$ cat src/rtl/uart_upstream_arbiter_if.sv
// Upstream arbitration bus: per-requester pending/payload lanes plus the
// single command channel toward the UART router.
interface uart_upstream_arbiter_if #(
    parameter int unsigned N_PORTS = 4
);
    logic [N_PORTS-1:0][15:0] port_pending_i;
    logic [N_PORTS-1:0][31:0] port_word_i;
    logic [N_PORTS-1:0]       port_valid_i;
    logic [N_PORTS-1:0]       port_ready_o;
    logic [31:0]              command_word_o;
    logic                     command_valid_o;
    logic                     command_ready_i;
    logic                     busy_o;
    logic [3:0]               grant_o;

    // Arbiter side
    modport slave (
        input  port_pending_i,
        input  port_word_i,
        input  port_valid_i,
        output port_ready_o,
        output command_word_o,
        output command_valid_o,
        input  command_ready_i,
        output busy_o,
        output grant_o
    );

    // Requester/router side
    modport master (
        output port_pending_i,
        output port_word_i,
        output port_valid_i,
        input  port_ready_o,
        input  command_word_o,
        input  command_valid_o,
        output command_ready_i,
        input  busy_o,
        input  grant_o
    );
endinterface

$ cat src/rtl/uart_upstream_arbiter.sv
// Round-robin burst scheduler for the UART upstream command channel.
// Each grant emits a {length, port} header, then passes exactly `length`
// words from the granted requester straight through to the router.
module uart_upstream_arbiter #(
    parameter int unsigned N_PORTS   = 4,
    parameter int unsigned MAX_BURST = 16
) (
    input logic                    clk,
    input logic                    reset,
    uart_upstream_arbiter_if.slave bus
);

    localparam int unsigned IDXW      = (N_PORTS > 1) ? $clog2(N_PORTS) : 1;
    localparam logic [15:0] MAX_LEN   = 16'(MAX_BURST);
    localparam logic [3:0]  LAST_PORT = 4'(N_PORTS - 1);

    typedef enum logic [1:0] {
        ST_IDLE,
        ST_HEADER,
        ST_BURST
    } state_t;

    state_t      r_state;
    logic [3:0]  r_grant;
    logic [3:0]  r_rr_ptr;
    logic [15:0] r_word_cnt;
    logic [15:0] r_burst_len;

    logic            w_found;
    logic [3:0]      w_sel;
    logic [4:0]      w_sum;
    logic [3:0]      w_cand;
    logic [15:0]     w_sel_pend;
    logic [15:0]     w_len;
    logic [IDXW-1:0] w_gidx;
    logic            w_xfer;
    logic [3:0]      w_next_ptr;

    // Pick the first eligible port scanning from the round-robin pointer
    always_comb begin
        w_found = 1'b0;
        w_sel   = '0;
        w_sum   = '0;
        w_cand  = '0;
        for (int unsigned i = 0; i < N_PORTS; i++) begin
            w_sum = {1'b0, r_rr_ptr} + 5'(i);
            if (w_sum >= 5'(N_PORTS)) begin
                w_sum = w_sum - 5'(N_PORTS);
            end
            w_cand = w_sum[3:0];
            if (!w_found && (bus.port_pending_i[w_cand[IDXW-1:0]] != '0)) begin
                w_found = 1'b1;
                w_sel   = w_cand;
            end
        end
    end

    assign w_sel_pend = bus.port_pending_i[w_sel[IDXW-1:0]];
    assign w_len      = (w_sel_pend > MAX_LEN) ? MAX_LEN : w_sel_pend;
    assign w_gidx     = r_grant[IDXW-1:0];
    assign w_xfer     = (r_state == ST_BURST) && bus.port_valid_i[w_gidx]
                        && bus.command_ready_i;
    assign w_next_ptr = (r_grant >= LAST_PORT) ? 4'd0 : r_grant + 4'd1;

    // Grant FSM: arbitrate in IDLE, hold header until accepted, count payload
    always_ff @(posedge clk or negedge reset) begin
        if (!reset) begin
            r_state     <= ST_IDLE;
            r_grant     <= '0;
            r_rr_ptr    <= '0;
            r_word_cnt  <= '0;
            r_burst_len <= '0;
        end else begin
            case (r_state)
                ST_IDLE: begin
                    if (w_found) begin
                        r_grant     <= w_sel;
                        r_burst_len <= w_len;
                        r_word_cnt  <= w_len;
                        r_state     <= ST_HEADER;
                    end
                end
                ST_HEADER: begin
                    if (bus.command_ready_i) begin
                        r_state <= ST_BURST;
                    end
                end
                ST_BURST: begin
                    if (w_xfer) begin
                        r_word_cnt <= r_word_cnt - 16'd1;
                        if (r_word_cnt == 16'd1) begin
                            r_state  <= ST_IDLE;
                            r_rr_ptr <= w_next_ptr;
                        end
                    end
                end
                default: r_state <= ST_IDLE;
            endcase
        end
    end

    // Header comes from registers; payload and ready pass through unbuffered
    always_comb begin
        bus.command_word_o  = '0;
        bus.command_valid_o = 1'b0;
        bus.port_ready_o    = '0;
        case (r_state)
            ST_HEADER: begin
                bus.command_valid_o = 1'b1;
                bus.command_word_o  = {r_burst_len, 12'd0, r_grant};
            end
            ST_BURST: begin
                bus.command_word_o         = bus.port_word_i[w_gidx];
                bus.command_valid_o        = bus.port_valid_i[w_gidx];
                bus.port_ready_o[w_gidx]   = bus.command_ready_i;
            end
            default: ;
        endcase
    end

    assign bus.busy_o  = (r_state != ST_IDLE);
    assign bus.grant_o = r_grant;

endmodule
$ cat src/flat_wrapper.sv
// flat-port wrapper written by rule: the top's interface ports become plain ports
module uart_upstream_arbiter_flat 
#(
    parameter int unsigned N_PORTS   = 4,
    parameter int unsigned MAX_BURST = 16
)
  (clk, reset, bus_port_pending_i, bus_port_word_i, bus_port_valid_i, bus_port_ready_o, bus_command_word_o, bus_command_valid_o, bus_command_ready_i, bus_busy_o, bus_grant_o);
  uart_upstream_arbiter_if #(.N_PORTS(N_PORTS)) bus_i ();
  input logic clk;
  input logic reset;
  input wire logic [$bits(bus_i.port_pending_i)-1:0] bus_port_pending_i;
  input wire logic [$bits(bus_i.port_word_i)-1:0] bus_port_word_i;
  input wire logic [$bits(bus_i.port_valid_i)-1:0] bus_port_valid_i;
  output wire logic [$bits(bus_i.port_ready_o)-1:0] bus_port_ready_o;
  output wire logic [$bits(bus_i.command_word_o)-1:0] bus_command_word_o;
  output wire logic [$bits(bus_i.command_valid_o)-1:0] bus_command_valid_o;
  input wire logic [$bits(bus_i.command_ready_i)-1:0] bus_command_ready_i;
  output wire logic [$bits(bus_i.busy_o)-1:0] bus_busy_o;
  output wire logic [$bits(bus_i.grant_o)-1:0] bus_grant_o;
  assign bus_i.port_pending_i = bus_port_pending_i;
  assign bus_i.port_word_i = bus_port_word_i;
  assign bus_i.port_valid_i = bus_port_valid_i;
  assign bus_port_ready_o = bus_i.port_ready_o;
  assign bus_command_word_o = bus_i.command_word_o;
  assign bus_command_valid_o = bus_i.command_valid_o;
  assign bus_i.command_ready_i = bus_command_ready_i;
  assign bus_busy_o = bus_i.busy_o;
  assign bus_grant_o = bus_i.grant_o;
  uart_upstream_arbiter #(.N_PORTS(N_PORTS), .MAX_BURST(MAX_BURST)) u_core (.clk(clk), .reset(reset), .bus(bus_i));
endmodule
$ cat config.mk
export PLATFORM = sky130hd
export DESIGN_NAME = uart_upstream_arbiter_flat
export DESIGN_NICKNAME = d
export VERILOG_FILES = /design/src/rtl/uart_upstream_arbiter_if.sv /design/src/rtl/uart_upstream_arbiter.sv /design/src/flat_wrapper.sv
export SDC_FILE = /design/constraint.sdc
export NUM_CORES = 1
export LEC_CHECK = 0
export CAP_MARGIN = 15
export CELL_PAD_IN_SITES_DETAIL_PLACEMENT = 0
export CELL_PAD_IN_SITES_GLOBAL_PLACEMENT = 1
export CORE_AREA = 2 2 133 135
export DETAILED_ROUTE_END_ITERATION = 10
export DIE_AREA = 0 0 135 137
export GPL_TIMING_DRIVEN = 0
export PLACE_DENSITY_LB_ADDON = 0.1
export SETUP_SLACK_MARGIN = 0.15
export SYNTH_ARGS = -nofsm -noshare
export SYNTH_HDL_FRONTEND = slang
export SYNTH_SLANG_ARGS = --single-unit
$ cat constraint.sdc
create_clock -name clk -period 2.68 [get_ports clk]
set_input_delay 0.402 -clock clk [delete_from_list [all_inputs] [get_ports clk]]
set_output_delay 0.402 -clock clk [all_outputs]
set_load 0.05 [all_outputs]
==> summary.md <==
| Metric | Value |
|---|---|
| Worst skew pair latency | `0.29 ns` |
| Post-synth EDFFs | `0` |
| RD Place Congestion | `0.781` |
| IO Port Bufs | `240` |
| Slew @ Worst Pin | `0.525 ns` |
| Setup violations, final | `0` |
| Layout cells sized above 1 | `34.8%` |
| Register area share after synthesis | `25.1%` |
| Failing checks | `hold timing` |
| Leading cell type in the layout, fill and taps excluded | `clkdlybuf4s50_1` |
| Syn nets | `645` |
| Die Y | `137 um` |
| Critical R2R Capture | `u_core.r_burst_len[4]` |
| # fillers | `1669` |
| CP Capture Type | `register` |
| Post-DRT Antenna Nets | `0` |
| Max Cap Viol | `0` |
| Max_slew headroom | `64.9%` |
| Initial Util | `24.6%` |
| Max Slew Vio Count | `0` |
| Largest net degree at the start of global routing | `32` |
| Post-synth cell types | `57` |
| Residual DRC count | `0` |
| Synthesized area | `0.00419 mm2` |
| Remaining global-route overflow | `0` |
| GR Util All Layers | `18.7%` |
| Yosys warns | `0` |
| Hold Path Class | `in -> async` |
| Pwr dens | `739 mW/mm2` |
| Worst hold margin | `-0.00409 ns` |
| Overall routed net length | `17.6 mm` |
| Async set-reset flop share out of synthesis | `100%` |
| F_max | `0.385 GHz` |
| Worst endpoint required time | `2.86 ns` |
| Die span in x | `135 um` |
| FF-to-FF path depth | `11` |
| Leak | `3.27 nW` |
| Total CTS buffers | `5` |
| Final HPWL DP | `13.9 mm` |
| Avg WL per Cell | `18.6 um` |
| Critical Path Start Type | `input pin` |
| Place WS | `-0.724 ns` |
| Vias in the first global route | `5010` |
| Final Skew | `0.00887 ns` |
| ANT cells | `0` |
| Setup TNS | `0 ns` |
| FF-to-FF setup slack | `0.09 ns` |
| Most used DFF post-synth | `dfrtp_1` |
| Site row count | `48` |
| Top-level port count | `241` |
| Core ar. | `0.0171 mm2` |
| Tot Pwr | `0.00559 W` |
| Clk slew on worst S/H paths | `0.07 ns` |
| CTS tree | `built` |
| Drt first pass iters | `4` |
| RSZ-0062 raised after global routing | `true` |
| DR vias/cell | `4.92` |
| H-tree level count | `2` |
| Cells after Synth | `424` |
| Worst path arrival time | `2.78 ns` |
| Crit share post-route | `97.0%` |
| Final WS setup | `0.0804 ns` |
| Routed vias | `4658` |
| Setup CP Type | `in -> reg` |
| Initial antenna violation count | `0` |
| Final Hold Fails | `5` |
| Reg2reg start | `u_core.r_rr_ptr[1]` |
| Outcome | `finished, violations left` |
| Seq cells post-synth | `42` |
| Most frequent cells in the layout | `clkdlybuf4s50_1 (138), buf_2 (49), buf_4 (41), dfrtp_1 (39), nand2_1 (35)` |
| Die area | `0.0185 mm2` |
| Worst vdd ir | `0.325 mV` |
| Syn_area_per_cell | `9.88 um2` |
| # nets final | `942` |
| Clock sink count | `42` |
| 1st-iter DRT viols | `128` |
| Cell at the root of the clock tree | `clkbuf_16` |
| Longest Clk Path Bufs | `2` |
| Final Critical Period | `2.60 ns` |
| Crit-path max FO | `5` |
| Global-route wire length before repair | `26.6 mm` |
| Layout area overhead | `80.7%` |
==> sequential cells by signal (all words and copies together) (netlist names) <==
register,flops
u_core.bus.grant_o,4
u_core.r_burst_len,16
u_core.r_state,2
u_core.r_word_cnt,16
u_core.r_rr_ptr,4
==> critical path, stage by stage <==
cell	delay, ns
clkdlybuf4s15_1	0.24
nor4_4	0.21
nand4_4	0.17
buf_12	0.18
o22ai_4	0.20
o22ai_4	0.09
a311oi_2	0.30
buf_6	0.19
mux2i_4	0.32
mux2i_4	0.17
mux2_4	0.29
==> power breakdown <==
group | internal, W | switching, W | leakage [nW]
combinational | 0.00172 | 0.00232 | 2.67
clock | 0.000350 | 0.000274 | 0.0704
sequential | 0.000767 | 0.000160 | 0.539
==> logic make-up (layout without fill, tap and decap cells) <==
kind of cell / count (synthesis) / count (layout) / synth area share (%)
AOI/OAI and AO/OA: 99 / 99 / 16.0
xor gates and xnor gates: 7 / 7 / 1.46
adders and majority gates: 22 / 22 / 6.57
buffers and inverters: 41 / 338 / 4.03
DFF: 42 / 42 / 25.1
muxes: 62 / 63 / 24.8
and+or+nand+nor: 151 / 151 / 22.0
==> cells in the mapped netlist (11+ instances only) <==
| cell | n | area (um2) |
|---|---|---|
| ha_1 | 22 | 275 |
| dfrtp_1 | 42 | 1050 |
| a22o_1 | 21 | 184 |
| and2_1 | 25 | 156 |
| mux2i_1 | 20 | 200 |
| clkbuf_1 | 18 | 67.6 |
| mux4_2 | 31 | 698 |
| a21oi_1 | 18 | 90.1 |
| o21ai_0 | 24 | 120 |
| inv_1 | 13 | 48.8 |
| nor3_1 | 16 | 80.1 |
| nand3_1 | 16 | 80.1 |
| nor2_1 | 11 | 41.3 |
| nand2_1 | 37 | 139 |
==> how the worst max path moves through the flow <==
stage | cells past startpoint | to | startpoint
floorplan | 12 | u_core.r_burst_len[4] | u_core.r_rr_ptr[0]
global placement | 10 | u_core.r_burst_len[4] | bus_port_pending_i[52]
detailed placement | 10 | u_core.r_burst_len[4] | bus_port_pending_i[16]
CTS | 11 | u_core.r_burst_len[4] | bus_port_pending_i[47]
global route | 11 | u_core.r_burst_len[4] | bus_port_pending_i[41]
finish | 11 | u_core.r_burst_len[4] | bus_port_pending_i[32]
==> final cells by class <==
class,instances,area [um2],area share [%]
Multi-Input combinational cell,342,3340,44.1
Tap cell,225,282,3.72
Clock inverter,3,25.0,0.331
Buffer,27,215,2.84
Inverter,14,61.3,0.810
Timing Repair Buffer,289,2470,32.6
Clock buffer,5,125,1.65
Sequential cell,42,1050,13.9
==> layer usage <==
layer,track usage [%],vias to the layer above,part of all wire (%)
met3,6.96,15,10
met5,0,-,0
met2,33.7,201,50
met1,21.1,2215,39
met4,3.94,0,1.3
li1,-,2227,-
==> through the flow <==
| step | instance area [um2] | hold slack (ns) | util [%] | std cells |
|---|---|---|---|---|
| after floorplan | 4230 | 0.106 | - | 424 |
| after global routing | 7570 | 0.0181 | 44.4 | 947 |
| after global placement | 6910 | 0.472 | 40.5 | 889 |
| after CTS | 7530 | 0.00223 | 44.1 | 936 |
| final | 7570 | -0.00409 | 44.4 | 947 |
| after detailed placement | 6930 | 0.315 | 40.6 | 890 |
==> timing repair <==
item,in CTS,in global routing
cloned,2,0
hold buffers,0,0
pin swaps,31,35
endpoints found under the setup margin,71,35
gates resized for setup,375,95
setup buffers,36,11
Note: power is estimated with default switching activity, not from simulation.
